`src/rtl/axi_lite_reg_slave.sv`:
```
// AXI4-Lite register-file responder; independent write/read FSMs.
// Optional read-only ID word at the top address: define AXI_REG_SLAVE_ID_EN.
module axi_lite_reg_slave #(
  parameter int DATA_WIDTH = 32,
  parameter int ADDR_WIDTH = 8,
  parameter int NUM_REGS   = 8
) (
  input  logic                    s0_axi_aclk,
  input  logic                    s0_axi_aresetn,
  input  logic [ADDR_WIDTH-1:0]   s0_axi_awaddr,
  input  logic                    s0_axi_awvalid,
  output logic                    s0_axi_awready,
  input  logic [DATA_WIDTH-1:0]   s0_axi_wdata,
  input  logic [DATA_WIDTH/8-1:0] s0_axi_wstrb,
  input  logic                    s0_axi_wvalid,
  output logic                    s0_axi_wready,
  output logic                    s0_axi_bresp,
  output logic                    s0_axi_bvalid,
  input  logic                    s0_axi_bready,
  input  logic [ADDR_WIDTH-1:0]   s0_axi_araddr,
  input  logic                    s0_axi_arvalid,
  output logic                    s0_axi_arready,
  output logic [DATA_WIDTH-1:0]   s0_axi_rdata,
  output logic                    s0_axi_rresp,
  output logic                    s0_axi_rvalid,
  input  logic                    s0_axi_rready
);

  localparam int SW = DATA_WIDTH / 8;
  localparam int IW = (NUM_REGS > 1) ? $clog2(NUM_REGS) : 1;
  localparam logic [ADDR_WIDTH-1:0] ID_ADDR =
    {{(ADDR_WIDTH-2){1'b1}}, 2'b00};
  localparam logic [DATA_WIDTH-1:0] ID_WORD =
    DATA_WIDTH'(32'hA11E_0001);

  typedef enum logic {W_IDLE, W_RESP} w_state_t;
  typedef enum logic {R_IDLE, R_DATA} r_state_t;

  function automatic logic legal(input logic [ADDR_WIDTH-1:0] a);
    return (a[1:0] == 2'b00) &&
           (int'(a[ADDR_WIDTH-1:2]) < NUM_REGS);
  endfunction

  function automatic logic is_id(input logic [ADDR_WIDTH-1:0] a);
`ifdef AXI_REG_SLAVE_ID_EN
    return a == ID_ADDR;
`else
    return (a == ID_ADDR) && 1'b0;
`endif
  endfunction

  logic [DATA_WIDTH-1:0] regs [NUM_REGS];

  w_state_t w_state, w_state_d;
  r_state_t r_state, r_state_d;

  logic                  aw_full, aw_full_d;
  logic                  w_full, w_full_d;
  logic [ADDR_WIDTH-1:0] aw_addr_q;
  logic [DATA_WIDTH-1:0] w_data_q;
  logic [SW-1:0]         w_strb_q;

  logic awready_d, wready_d, bvalid_d, bresp_d;
  logic arready_d, rvalid_d, rresp_d;
  logic [DATA_WIDTH-1:0] rdata_d;

  logic                  aw_hs, w_hs, ar_hs;
  logic                  aw_have, w_have;
  logic                  w_commit, w_ok, r_ok;
  logic [ADDR_WIDTH-1:0] wa;
  logic [DATA_WIDTH-1:0] wd, r_val;
  logic [SW-1:0]         ws;
  logic [IW-1:0]         w_idx, r_idx;

  assign aw_hs   = s0_axi_awvalid && s0_axi_awready;
  assign w_hs    = s0_axi_wvalid && s0_axi_wready;
  assign ar_hs   = s0_axi_arvalid && s0_axi_arready;
  assign aw_have = aw_full || aw_hs;
  assign w_have  = w_full || w_hs;

  // A half arriving this cycle bypasses its holding register.
  assign wa = aw_hs ? s0_axi_awaddr : aw_addr_q;
  assign wd = w_hs ? s0_axi_wdata : w_data_q;
  assign ws = w_hs ? s0_axi_wstrb : w_strb_q;

  assign w_commit = (w_state == W_IDLE) && aw_have && w_have;
  assign w_ok     = legal(wa) && !is_id(wa);
  assign w_idx    = wa[IW+1:2];

  assign r_ok  = is_id(s0_axi_araddr) || legal(s0_axi_araddr);
  assign r_idx = s0_axi_araddr[IW+1:2];

  always_comb begin
    r_val = '0;
    if (is_id(s0_axi_araddr))
      r_val = ID_WORD;
    else if (legal(s0_axi_araddr))
      r_val = regs[r_idx];
  end

  // State registers
  always_ff @(posedge s0_axi_aclk or negedge s0_axi_aresetn) begin
    if (!s0_axi_aresetn) begin
      w_state <= W_IDLE;
      r_state <= R_IDLE;
    end else begin
      w_state <= w_state_d;
      r_state <= r_state_d;
    end
  end

  // Next state
  always_comb begin
    w_state_d = w_state;
    unique case (w_state)
      W_IDLE: if (w_commit) w_state_d = W_RESP;
      W_RESP: if (s0_axi_bready) w_state_d = W_IDLE;
      default: w_state_d = W_IDLE;
    endcase
  end

  always_comb begin
    r_state_d = r_state;
    unique case (r_state)
      R_IDLE: if (ar_hs) r_state_d = R_DATA;
      R_DATA: if (s0_axi_rready) r_state_d = R_IDLE;
      default: r_state_d = R_IDLE;
    endcase
  end

  // Next registered outputs
  always_comb begin
    aw_full_d = 1'b0;
    w_full_d  = 1'b0;
    awready_d = 1'b0;
    wready_d  = 1'b0;
    bvalid_d  = s0_axi_bvalid;
    bresp_d   = s0_axi_bresp;
    unique case (w_state)
      W_IDLE: begin
        if (w_commit) begin
          bvalid_d = 1'b1;
          bresp_d  = !w_ok;
        end else begin
          aw_full_d = aw_have;
          w_full_d  = w_have;
          awready_d = !aw_have;
          wready_d  = !w_have;
        end
      end
      W_RESP: begin
        if (s0_axi_bready) begin
          bvalid_d  = 1'b0;
          awready_d = 1'b1;
          wready_d  = 1'b1;
        end
      end
      default: ;
    endcase
  end

  always_comb begin
    arready_d = s0_axi_arready;
    rvalid_d  = s0_axi_rvalid;
    rdata_d   = s0_axi_rdata;
    rresp_d   = s0_axi_rresp;
    unique case (r_state)
      R_IDLE: begin
        arready_d = 1'b1;
        if (ar_hs) begin
          arready_d = 1'b0;
          rvalid_d  = 1'b1;
          rdata_d   = r_val;
          rresp_d   = !r_ok;
        end
      end
      R_DATA: begin
        if (s0_axi_rready) begin
          rvalid_d  = 1'b0;
          arready_d = 1'b1;
        end
      end
      default: ;
    endcase
  end

  always_ff @(posedge s0_axi_aclk or negedge s0_axi_aresetn) begin
    if (!s0_axi_aresetn) begin
      aw_full        <= 1'b0;
      w_full         <= 1'b0;
      s0_axi_awready <= 1'b0;
      s0_axi_wready  <= 1'b0;
      s0_axi_bvalid  <= 1'b0;
      s0_axi_bresp   <= 1'b0;
      s0_axi_arready <= 1'b0;
      s0_axi_rvalid  <= 1'b0;
      s0_axi_rdata   <= '0;
      s0_axi_rresp   <= 1'b0;
    end else begin
      aw_full        <= aw_full_d;
      w_full         <= w_full_d;
      s0_axi_awready <= awready_d;
      s0_axi_wready  <= wready_d;
      s0_axi_bvalid  <= bvalid_d;
      s0_axi_bresp   <= bresp_d;
      s0_axi_arready <= arready_d;
      s0_axi_rvalid  <= rvalid_d;
      s0_axi_rdata   <= rdata_d;
      s0_axi_rresp   <= rresp_d;
    end
  end

  always_ff @(posedge s0_axi_aclk or negedge s0_axi_aresetn) begin
    if (!s0_axi_aresetn) begin
      aw_addr_q <= '0;
      w_data_q  <= '0;
      w_strb_q  <= '0;
    end else begin
      if (aw_hs) aw_addr_q <= s0_axi_awaddr;
      if (w_hs) begin
        w_data_q <= s0_axi_wdata;
        w_strb_q <= s0_axi_wstrb;
      end
    end
  end

  always_ff @(posedge s0_axi_aclk or negedge s0_axi_aresetn) begin
    if (!s0_axi_aresetn) begin
      for (int i = 0; i < NUM_REGS; i++)
        regs[i] <= '0;
    end else if (w_commit && w_ok) begin
      for (int b = 0; b < SW; b++)
        if (ws[b])
          regs[w_idx][8*b +: 8] <= wd[8*b +: 8];
    end
  end

endmodule

```
`config.mk`:
```
export PLATFORM = sky130hd
export DESIGN_NAME = axi_lite_reg_slave
export DESIGN_NICKNAME = d
export VERILOG_FILES = /design/src/rtl/axi_lite_reg_slave.sv
export SDC_FILE = /design/constraint.sdc
export NUM_CORES = 1
export LEC_CHECK = 0
export ABC_AREA = 0
export BUFFER_PORTS_ARGS = -buffer_cell sky130_fd_sc_hd__clkbuf_2
export CAP_MARGIN = 20
export CORE_MARGIN = 2
export CORE_UTILIZATION = 55
export CTS_CLUSTER_SIZE = 16
export DETAILED_ROUTE_END_ITERATION = 7
export PLACE_DENSITY = 0.75
export SYNTH_ARGS = -nofsm -noshare
export SYNTH_HDL_FRONTEND = slang
export SYNTH_SLANG_ARGS = --single-unit
export TNS_END_PERCENT = 20
```
`constraint.sdc`:
```
create_clock -name s0_axi_aclk -period 2.58 [get_ports s0_axi_aclk]
set_clock_uncertainty 0.2 [all_clocks]
set_input_delay 0.258 -clock s0_axi_aclk [delete_from_list [all_inputs] [get_ports s0_axi_aclk]]
set_output_delay 0.258 -clock s0_axi_aclk [all_outputs]
set_load 0.01 [all_outputs]
```
Word-level counts from Yosys, hierarchy flattened

Index checks and enable logic that the tools add are counted.

Register bits after elaboration: 343
Word-level logic and storage cells: 107

Equality and inequality tests: 4
Bitwise gates (word level): 4
Magnitude comparators: 5
Multiplexer cells: 50
Reductions and logical operators: 21

Operators with widths:

| cell                 | number |
|---|---|
| $mux W256            | 7 |
| $bwmux W256          | 4 |
| $demux W32 S3        | 4 |
| $mux W32             | 5 |
| $bmux W32 S3         | 1 |
| $mux W24             | 1 |
| $mux W1              | 17 |
| $mux W16             | 1 |
| $mux W8              | 2 |
| $pmux W1 S2          | 7 |
| $lt A6 B4 Y1 const B | 2 |
| $logic_and A1 B1 Y1  | 9 |
| $ge A4 B4 Y1 const B | 2 |
| $ne A2 B2 Y1 const B | 4 |
| $not A3 Y4           | 2 |
| $reduce_and A2 Y1    | 4 |
| $logic_not A1 Y1     | 4 |
| $logic_not A2 Y1     | 2 |
| $lt A4 B1 Y1 const B | 1 |
| $mux W4              | 1 |
| $logic_or A1 B1 Y1   | 2 |
| $not A1 Y1           | 2 |

Longest topological paths before layout

Gate-level depths: netlist of the first run.

Depth in word-level cells: 18
Depth in mapped cells: 8
Gate-level depth less buffers: 6

Worst setup path before layout of the first run

Ideal clock, no wire load.

Path kind: reg2reg
Start point: register s0_axi_awready
End point: register regs[224] (netlist name)
Path buffers: 1
Clock period less this slack: 2473 ps
Setup time: 125 ps
Arrival: 2148 ps
Data required time: 2255 ps
Slack: 107 ps
Cell stages (with the launch flop): 7
Cells stage by stage: dfrtp_1 > buf_6 > and3_4 > a2111oi_4 > o21ai_4 > nor3b_4 > mux2_2

Word-level cells in the longest chain between the ends: 18
Elaborated cells on any way between the ends: 29
Classes of those cells: order compare (3); mux (17); bitwise (1); reduce/logical (8)

RTL lines:

| element                                                                   | RTL line | text |
|---|---|---|
| from (decl)                                                               | 12       | `output logic s0_axi_awready,` |
| from (signal assigned)                                                    | 202      | `s0_axi_awready <= awready_d;` |
| $logic_and A1 B1 Y1 *                                                     | 75       | `assign aw_hs = s0_axi_awvalid && s0_axi_awready;` |
| $mux W8                                                                   | --       |  |
| $not A3 Y4 (not written as such)                                          | 234      | `regs[w_idx][8*b +: 8] <= wd[8*b +: 8];` |
| $ge A4 B4 Y1 (not written as such) / $lt A4 B1 Y1 (equally long branches) | 234      |  |
| $logic_and A1 B1 Y1 (not written as such)                                 | 234      |  |
| $mux W8 (not written as such)                                             | 234      |  |
| $demux W32 S3                                                             | 234      |  |
| $bwmux W256                                                               | 234      |  |
| (+2 left out)                                                             | --       |  |
| $bwmux W256                                                               | 234      |  |
| $mux W256                                                                 | 233      | `if (ws[b])` |
| $mux W256                                                                 | 231      | `end else if (w_commit && w_ok) begin` |
| $bwmux W256                                                               | 234      |  |
| $mux W256                                                                 | 233      |  |
| $mux W256                                                                 | 231      |  |
| $bwmux W256                                                               | 234      |  |
| $mux W256                                                                 | 233      |  |
| to (signal, indexed assignment)                                           | 234      |  |
| to (decl)                                                                 | 52       | `logic [DATA_WIDTH-1:0] regs [NUM_REGS];` |

Every way passes the cells marked *; elsewhere a longest branch is shown, timed or not. The select of a mux whose other input is x is not followed.
A chain may end at the register's enable or synchronous reset.

Worst setup path in the final report of the first run

Start point: input port s0_axi_awaddr[0]
End point: register regs[124] (netlist name)

Word-level cells in the longest chain between the ends: 4

RTL lines:

| element             | RTL line | text |
|---|---|---|
| from (decl)         | 10       | `input logic [ADDR_WIDTH-1:0] s0_axi_awaddr,` |
| $mux W8             | --       |  |
| $logic_not A2 Y1    | 40       | `return (a[1:0] == 2'b00) &&` |
| $logic_and A1 B1 Y1 | 40       |  |
| $logic_and A1 B1 Y1 | 231      |  |

No other way between the ends.

==> flow_summary.yaml, run 1 <==
grt:
  grt_pass1_vias: 9339
  antenna_found_initial: 0
  track_usage: 0.2391
  grt_max_degree: 68
  grt_first_pass_wirelength_um: 52940
  overflow: 0
die:
  core_area_um2: 26950
  die-height_um: 169.5
  dieArea_um2: 28720
  fp.dieW_um: 169.5
  pin_count: 98
  initial_utilization: 0.5587
  fp-row-count: 60
outcome:
  status: "finished clean"
synthesis:
  synth_warnings: 0
  synth_fp_nets: 1022
  ys_types: 46
  synth_flop_cell: "dfrtp_1"
  syn_avg_cell_area_um2: 15.64
  synth-edff-count: 0
  async_flop_share: 1.000
  netlist_area_um2: 15060
  synthCells: 963
  synth.ff_latch_count: 343
  synth_seq_area_share: 0.5701
clocking:
  clock_latency_ns: 0.51
  root_buffer: "clkbuf_16"
  cts_sinks: 343
  h-tree-depth: 2
  clock_path_buffers: 3
  postCtsSetupBuffers: 0
  clk_pin_slew_ns: 0.06
  cts_tree: "built"
  numCtsBuffers: 36
pwr:
  power.leakage_nw: 8.793
  peakVddDrop_mv: 0.5357
  pwr-share-clk: 0.311
  p_int_w: 0.01079
  swShare: 0.2877
  power_w: 0.01514
  p_sw_w: 0.004357
  sequentialPowerShare: 0.461
  pwr-share-comb: 0.228
  powerDensity_nw_per_um2: 842.6
worst_setup_path:
  startpoint: "s0_axi_awaddr[0]"
  r2r-start: "s0_axi_awready"
  r2r_slack_ns: 0.14
  crit_type: "in2reg"
  required_ns: 2.77
  cp.arrival_ns: 2.66
  worstRegToRegCells: 6
  r2r-end: "regs[234]"
  worstPathMaxFanout: 8
  startpoint_type: "primary input"
  crit_path_end: "regs[124]"
  critPathCaptureType: "register"
routing:
  first_iter_violations: 518
  wl_per_cell_um: 21.63
  dr.pass1.iters: 4
  antenna_left: 0
  viasPerCell: 5.844
  drc: 0
  routed-via-count: 8877
  finalWirelength_um: 32850
sta:
  holdWs_ns: 0.03259
  rsz0062_at_grt: "no"
  fin_crit_ns: 2.468
  max_freq_mhz: 405.2
  worstMarginPinSlew_ns: 0.5033
  finalHoldViolations: 0
  fin_crit_sh: 0.9566
  finalSetupTns_ns: 0
  setup_violations: 0
  slew_viol_final: 0
  max_slew_margin: 0.6645
final_layout:
  fin_nets: 1222
  final_common_cell: "dfrtp_1"
  layout.cells.most_common_list: "342 x dfrtp_1, 272 x mux2_2, 95 x clkbuf_2"
  syn_to_final_growth_pct: 19.36
  n_antenna_cell: 0
  drive_gt1_frac: 0.5059
run:
  max_cap_violations: 0
placed_design:
  dp_hpwl_um: 20310
  io_buffers: 97
  gp_congestion: 0.8431
min_path:
  hp-class: "in2reg"
worst min path at each step:
stage | startpoint | to | slack, ns | cells after the start
after floorplan | s0_axi_aresetn | aw_addr_q[0] | -0.24 | 0
after global placement | s0_axi_aresetn | s0_axi_rdata[27] | 0.04 | 1
after detailed placement | s0_axi_aresetn | w_data_q[25] | 0.04 | 1
after CTS | s0_axi_awaddr[4] | aw_addr_q[4] | 0.02 | 4
after global routing | s0_axi_awaddr[4] | aw_addr_q[4] | 0.04 | 4
final | s0_axi_awaddr[4] | aw_addr_q[4] | 0.03 | 4
state kept, by name (all words and copies together), names as in the netlist:
| register | count |
|---|---|
| aw_full | 1 |
| r_state | 1 |
| s0_axi_wready | 1 |
| s0_axi_bvalid | 1 |
| s0_axi_bresp | 1 |
| s0_axi_awready | 1 |
| s0_axi_arready | 1 |
| aw_addr_q | 8 |
| regs | 256 |
| s0_axi_rvalid | 1 |
| s0_axi_rresp | 1 |
| s0_axi_rdata | 32 |
| w_full | 1 |
| w_state | 1 |
| w_strb_q | 4 |
| w_data_q | 32 |
routing by layer:
layer,global-route usage,up-vias,wire length [µm]
li1,-,3953,-
met1,0.3343,4660,14630
met2,0.3984,210,16270
met3,0.03731,54,1263
met4,0.05983,0,693
met5,0,-,0
cell usage after synthesis, types with 8 or more instances:
cell	n	share of area
mux2_2	272	0.20
nor2_2	14	0.0058
mux2_4	17	0.017
clkbuf_1	24	0.0060
nand3_1	9	0.0030
nand2_1	57	0.014
mux4_2	64	0.096
o21ai_0	39	0.013
buf_2	8	0.0027
mux2i_1	34	0.023
dfrtp_1	343	0.57
logic make-up after synthesis:
logic type / synth area share
AO/OA/AOI/OAI: 0.02169
flip-flops: 0.5701
AND/OR/NAND/NOR: 0.05193
multiplexers: 0.3424
buffers and inverters: 0.01388
through the flow:
step	utilization	area, µm²	setup WS, ns	instances
floorplan	-	15060	0.1068	963
global placement	0.6104	16450	0.1553	1419
detailed placement	0.6104	16450	0.07528	1419
CTS	0.6666	17970	0.03513	1519
global route	0.6669	17970	0.03672	1519
finish	0.6669	17970	0.1119	1519
worst max-delay path: stages:
cell and delay (ns):
dlygate4sd3_1 0.54, clkbuf_2 0.13, nor4_1 0.28, buf_4 0.17
mux2_4 0.22, nand4_4 0.12, or4_1 0.42, buf_4 0.21
mux2_4 0.31
power groups by stage:
stage	clock [W]	combinational, W	sequential (W)
2_1_floorplan	0	0.00239	0.00688
3_5_place_dp	0	0.00338	0.00705
6_report	0.00470	0.00346	0.00698
4_1_cts	0.00481	0.00346	0.00697
5_1_grt	0.00505	0.00377	0.00709
3_3_place_gp	0	0.00328	0.00699
timing repair:
item,4_1_cts,5_1_grt
hold buffers,47,0
setup endpoints to repair,0,116
gates resized for setup,0,2
endpoints found under the hold margin,379,0
cell type report:
class                   count  area [µm²]
fillers                  1851        8979
flip-flops and latches    343        8584
multi-input cells         574        6277
repair buffers            202        1617
clock buffers              47        1003
well taps                 341       426.7
clock inverters             6       41.29
inverters                   6       22.52
Note: power is estimated with default switching activity, not from simulation.
==> run 2: changes to the inputs <==
--- a/config.mk
+++ b/config.mk
@@ -9,10 +9,10 @@
 export BUFFER_PORTS_ARGS = -buffer_cell sky130_fd_sc_hd__clkbuf_2
 export CAP_MARGIN = 20
 export CORE_MARGIN = 2
-export CORE_UTILIZATION = 55
+export CORE_UTILIZATION = 28
 export CTS_CLUSTER_SIZE = 16
 export DETAILED_ROUTE_END_ITERATION = 7
-export PLACE_DENSITY = 0.75
+export PLACE_DENSITY = 0.42
 export SYNTH_ARGS = -nofsm -noshare
 export SYNTH_HDL_FRONTEND = slang
 export SYNTH_SLANG_ARGS = --single-unit
==> constraint.sdc (replaced) <==
create_clock -name s0_axi_aclk -period 2.5 [get_ports s0_axi_aclk]
set_clock_uncertainty 0.2 [all_clocks]
set_input_delay 0.25 -clock s0_axi_aclk [delete_from_list [all_inputs] [get_ports s0_axi_aclk]]
set_output_delay 0.25 -clock s0_axi_aclk [all_outputs]
set_load 0.01 [all_outputs]
==> run 2 against run 1 <==
Critical path depth unchanged. Clock-buffer cell count grew 16. Power up 12%. Highest routed layer is now met5.
==> flow_summary.yaml, run 2 (synthesized netlist as in run 1, its figures left out) <==
final_layout:
  layout.cells.most_common_list: "341 x dfrtp_1, 272 x mux2_2, 93 x clkbuf_2"
  top_regs: "regs: 256 flops, s0_axi_rdata: 32 flops, w_data_q: 32 flops"
  largest_reg_flops: 256
  fillers: 5092
  fin_nets: 1245
  multi_input_area_um2: 6279
  final_common_cell: "dfrtp_1"
  register_area_um2: 8586
  syn_to_final_growth_pct: 25.91
  n_antenna_cell: 0
  regMostFlops: "regs"
  fin_area_um2: 18960
  drive_gt1_frac: 0.5136
outcome:
  status: "finished clean"
pwr:
  pwr-share-comb: 0.218
  pwr-share-clk: 0.357
  powerDensity_nw_per_um2: 891.7
  power.leakage_nw: 9.048
  p_int_w: 0.01212
  peakVddDrop_mv: 0.3919
  sequentialPowerShare: 0.424
  power_w: 0.01691
  swShare: 0.2834
  p_sw_w: 0.004791
worst_setup_path:
  critPathCaptureType: "register"
  required_ns: 2.72
  worstPathMaxFanout: 9
  r2r_slack_ns: 0.11
  cp.arrival_ns: 2.64
  r2r-start: "s0_axi_awready"
  startpoint: "s0_axi_awvalid"
  worstRegToRegCells: 7
  crit_path_end: "regs[105]"
  crit_type: "in2reg"
  r2r-end: "regs[105]"
  startpoint_type: "primary input"
clocking:
  clock_latency_ns: 0.56
  clock_path_buffers: 3
  cts_tree: "built"
  root_buffer: "clkbuf_16"
  h-tree-depth: 2
  numCtsBuffers: 42
  cts_sinks: 343
  clk_pin_slew_ns: 0.05
placed_design:
  dpl_cell_area_um2: 17070
  dp_hpwl_um: 24170
  io_buffers: 97
  gp_congestion: 0.7102
die:
  initial_utilization: 0.2848
  die-height_um: 235.9
  dieArea_um2: 55650
  fp-row-count: 84
  fp.dieW_um: 235.9
  pin_count: 98
  core_area_um2: 52870
sta:
  fin_crit_ns: 2.422
  slew_viol_final: 0
  setup_violations: 0
  worstMarginPinSlew_ns: 0.5764
  max_slew_margin: 0.6157
  rsz0062_at_grt: "no"
  fin_crit_sh: 0.9689
  max_freq_mhz: 412.9
  finalHoldViolations: 0
routing:
  viasPerCell: 4.633
  drc: 0
  wl_per_cell_um: 20.15
  first_iter_violations: 391
  dr.pass1.iters: 6
  antenna_left: 0
  routed-via-count: 8807
  finalWirelength_um: 38310
grt:
  overflow: 0
  grt_max_degree: 76
  track_usage: 0.1417
  antenna_found_initial: 4
  grt_first_pass_wirelength_um: 60120
  grt_pass1_vias: 9567
min_path:
  hp-class: "in2reg"
run:
  max_cap_violations: 0
[run 2: changes by cell type in the layout (fill, tap and decap cells not counted), sizes merged]
| cell | previous run | this run |
|---|---|---|
| dlygate4sd3 | 47 | 51 |
| buf | 60 | 74 |
| clkbuf | 142 | 157 |
| clkinvlp | 0 | 1 |
| clkinv | 4 | 3 |
| inv | 8 | 7 |
| bufinv | 0 | 3 |
[run 2: worst min path at each step]
stage	slack (ns)	cells after the start	end	from
3_5_place_dp	0.005	1	s0_axi_rdata[13]	s0_axi_aresetn
4_1_cts	0.11	4	s0_axi_rdata[3]	s0_axi_araddr[4]
3_3_place_gp	0.01	1	w_data_q[13]	s0_axi_aresetn
6_report	0.14	4	s0_axi_rvalid	s0_axi_arvalid
5_1_grt	0.14	4	s0_axi_rdata[3]	s0_axi_araddr[4]
2_1_floorplan	-0.25	0	aw_addr_q[0]	s0_axi_aresetn
[run 2: repair_timing]
item	4_1_cts	5_1_grt
endpoints found under the setup margin	0	153
endpoints found under the hold margin	544	0
setup buffers	0	0
hold buffers	51	0
gates resized for setup	0	9
[run 2: power by group through the flow]
stage / Sequential (W) / Clock, W / Combinational, W
4_1_cts: 0.00717 / 0.00628 / 0.00377
5_1_grt: 0.00732 / 0.00651 / 0.00408
3_5_place_dp: 0.00726 / 0 / 0.00369
6_report: 0.00717 / 0.00604 / 0.00369
3_3_place_gp: 0.00725 / 0 / 0.00367
2_1_floorplan: 0.00710 / 0 / 0.00246
[run 2: area by class of cell]
type / count / share of cell area
Inverter: 6 / 0.001188
Sequential cell: 343 / 0.4529
Tap cell: 688 / 0.04541
Multi-Input combinational cell: 574 / 0.3312
Clock inverter: 8 / 0.006402
Clock buffer: 63 / 0.06547
Timing Repair Buffer: 219 / 0.09748
[run 2: per-layer routing]
metal	vias to the layer above	track usage	wire length (µm)
met5	-	0	30
met4	6	0.04227	836
met3	61	0.02668	1578
met2	124	0.2271	18030
met1	4602	0.1950	17830
li1	4014	-	-
[run 2: per-stage QoR]
stage	hold slack (ns)	util	setup WS [ns]	TNS, ns	std cells
final	0.1402	0.3586	0.07787	0	1901
after global routing	0.1437	0.3586	0.004826	0	1901
after detailed placement	0.005245	0.3229	-0.1388	-2.755	1779
after CTS	0.1129	0.3583	0.01509	0	1901
after global placement	0.01059	0.3229	-0.1744	-7.642	1779
after floorplan	-0.2456	-	0.02684	0	963
[run 2: worst max-delay path: stages]
cell           delay [ns]
dlygate4sd3_1        0.58
clkbuf_4             0.20
and3_4               0.19
a2111oi_4            0.39
buf_4                0.22
nand3_4              0.11
nor3_4               0.21
buf_12               0.15
mux2_2               0.34
==> run 3: changes to the inputs <==
--- a/config.mk
+++ b/config.mk
@@ -13,6 +13,8 @@
 export CTS_CLUSTER_SIZE = 16
 export DETAILED_ROUTE_END_ITERATION = 7
 export PLACE_DENSITY = 0.42
+export RECOVER_POWER = 50
+export SLEW_MARGIN = 0
 export SYNTH_ARGS = -nofsm -noshare
 export SYNTH_HDL_FRONTEND = slang
 export SYNTH_SLANG_ARGS = --single-unit
==> run 3 against run 2 <==
Sequential power is essentially flat. Sequential share of layout area increased by 0.29 points. Clock-buffer cell count unchanged. Non-clock buffer count stayed put. Register-to-register slack got worse by 0.02 ns. Clock power hardly changed. Combinational power is 2% lower. Critical path type unchanged. Final area is 0.63% lower.
==> flow_summary.yaml, run 3 (synthesized netlist as in run 1, its figures left out) <==
outcome:
  status: "finished clean"
routing:
  first_iter_violations: 391
  dr_wl_met3_um: 1480
  drc: 0
  dr.pass1.iters: 7
  wl_per_cell_um: 20.13
  viasPerCell: 4.634
  routed-via-count: 8809
  antenna_left: 0
  highest_layer: "met5"
  drt-met1-wl_um: 17840
  finalWirelength_um: 38260
  wl_met2_um: 18070
worst_setup_path:
  cp.arrival_ns: 2.66
  critPathCaptureType: "register"
  required_ns: 2.72
  r2r-start: "s0_axi_awready"
  worstRegToRegCells: 7
  startpoint_type: "primary input"
  r2r_slack_ns: 0.09
  r2r-end: "regs[105]"
  crit_type: "in2reg"
  worstPathMaxFanout: 9
placed_design:
  io_buffers: 97
  dpl_cell_area_um2: 17070
  dp_hpwl_um: 24170
  gp_congestion: 0.7102
  dp_cells: 1779
die:
  dieArea_um2: 55650
  fp-row-count: 84
  initial_utilization: 0.2848
  fp.dieW_um: 235.9
  die-height_um: 235.9
  core_area_um2: 52870
  pin_count: 98
pwr:
  p_int_w: 0.01203
  p_sw_w: 0.004787
  pwr-share-comb: 0.214
  power.leakage_nw: 8.876
  powerDensity_nw_per_um2: 892.7
  pwr-share-clk: 0.360
  swShare: 0.2846
  sequentialPowerShare: 0.426
  peakVddDrop_mv: 0.3765
final_layout:
  stdcell_count: 1901
  final_common_cell: "dfrtp_1"
  top_regs: "regs: 256 flops, s0_axi_rdata: 32 flops, w_data_q: 32 flops"
  fin_nets: 1245
  syn_to_final_growth_pct: 25.12
  fin_area_um2: 18840
  layout.cells.most_common_list: "341 x dfrtp_1, 258 x mux2_2, 64 x mux4_2"
  n_antenna_cell: 0
  largest_reg_flops: 256
  regMostFlops: "regs"
  drive_gt1_frac: 0.4625
clocking:
  h-tree-depth: 2
  clk_pin_slew_ns: 0.06
  numCtsBuffers: 42
  clock_path_buffers: 3
  clock_latency_ns: 0.56
  cts_sinks: 343
  cts_tree: "built"
  root_buffer: "clkbuf_16"
sta:
  finalHoldViolations: 0
  fin_crit_sh: 0.9745
  max_freq_mhz: 410.5
  rsz0062_at_grt: "no"
  slew_viol_final: 0
  max_slew_margin: 0.2722
  fin_crit_ns: 2.436
  worstMarginPinSlew_ns: 1.092
  holdWs_ns: 0.1488
  setup_violations: 0
min_path:
  hp-start: "s0_axi_araddr[4]"
  hp-class: "in2reg"
  worstHoldEndpoint: "s0_axi_rdata[9]"
  holdPathStages: 4
grt:
  grt_first_pass_wirelength_um: 60120
  antenna_found_initial: 4
  overflow: 0
  track_usage: 0.1417
  grt_pass1_vias: 9567
  grt_max_degree: 76
run:
  max_cap_violations: 0
==> run 3: changes by cell type in the layout (fill, tap and decap cells not counted) <==
cell | previous run | this run
buf_12 | 24 | 22
buf_4 | 47 | 34
clkbuf_1 | 11 | 58
clkbuf_2 | 93 | 58
clkbuf_4 | 1 | 4
mux2_1 | 5 | 19
mux2_2 | 272 | 258
nand3_1 | 8 | 9
nand3_2 | 1 | 0
==> run 3: metal layers <==
layer,vias up,global-route usage
met5,-,0
met3,61,0.02668
met4,6,0.04227
met2,127,0.2271
li1,4012,-
met1,4603,0.1950
==> run 3: worst max path at each step <==
stage / startpoint / endpoint / cells past startpoint
floorplan: s0_axi_awready / regs[224] / 6
global placement: s0_axi_awaddr[0] / regs[100] / 8
detailed placement: s0_axi_awaddr[0] / regs[96] / 8
CTS: s0_axi_awready / regs[172] / 7
global route: aw_addr_q[0] / regs[102] / 7
finish: s0_axi_awvalid / regs[105] / 9
==> run 3: layout make-up <==
cell class              count  area (µm²)
inverters                   6       22.52
fillers                  5101       34030
flip-flops and latches    343        8586
repair buffers            219        1734
multi-input cells         574        6274
well taps                 688       860.8
clock buffers              63        1241
clock inverters             8       121.4
==> run 3: metrics by stage <==
step / TNS (ns) / total power [W] / worst slack (ns) / utilization
floorplan: 0 / 0.009560 / 0.02684 / -
global placement: -7.642 / 0.01092 / -0.1744 / 0.3229
detailed placement: -2.755 / 0.01096 / -0.1388 / 0.3229
CTS: 0 / 0.01722 / 0.01509 / 0.3583
global route: 0 / 0.01783 / 0.004826 / 0.3564
finish: 0 / 0.01682 / 0.06377 / 0.3564
==> run 3: power groups by stage <==
stage | clock (W) | sequential (W) | combinational, W
floorplan | 0 | 0.00710 | 0.00246
global placement | 0 | 0.00725 | 0.00367
detailed placement | 0 | 0.00726 | 0.00369
CTS | 0.00628 | 0.00717 | 0.00377
global route | 0.00651 | 0.00732 | 0.00399
finish | 0.00605 | 0.00717 | 0.00360
==> run 3: worst max-delay path: stages <==
cell           delay [ns]
dlygate4sd3_1        0.57
clkbuf_4             0.20
and3_4               0.19
a2111oi_4            0.40
buf_4                0.22
nand3_4              0.11
nor3_4               0.22
buf_12               0.15
mux2_2               0.34
==> run 3: what timing repair did <==
action,in CTS,in global routing
resized for setup,0,9
endpoints found under the setup margin,0,153
endpoints found under the hold margin,544,0
setup buffers,0,0
hold buffers,51,0
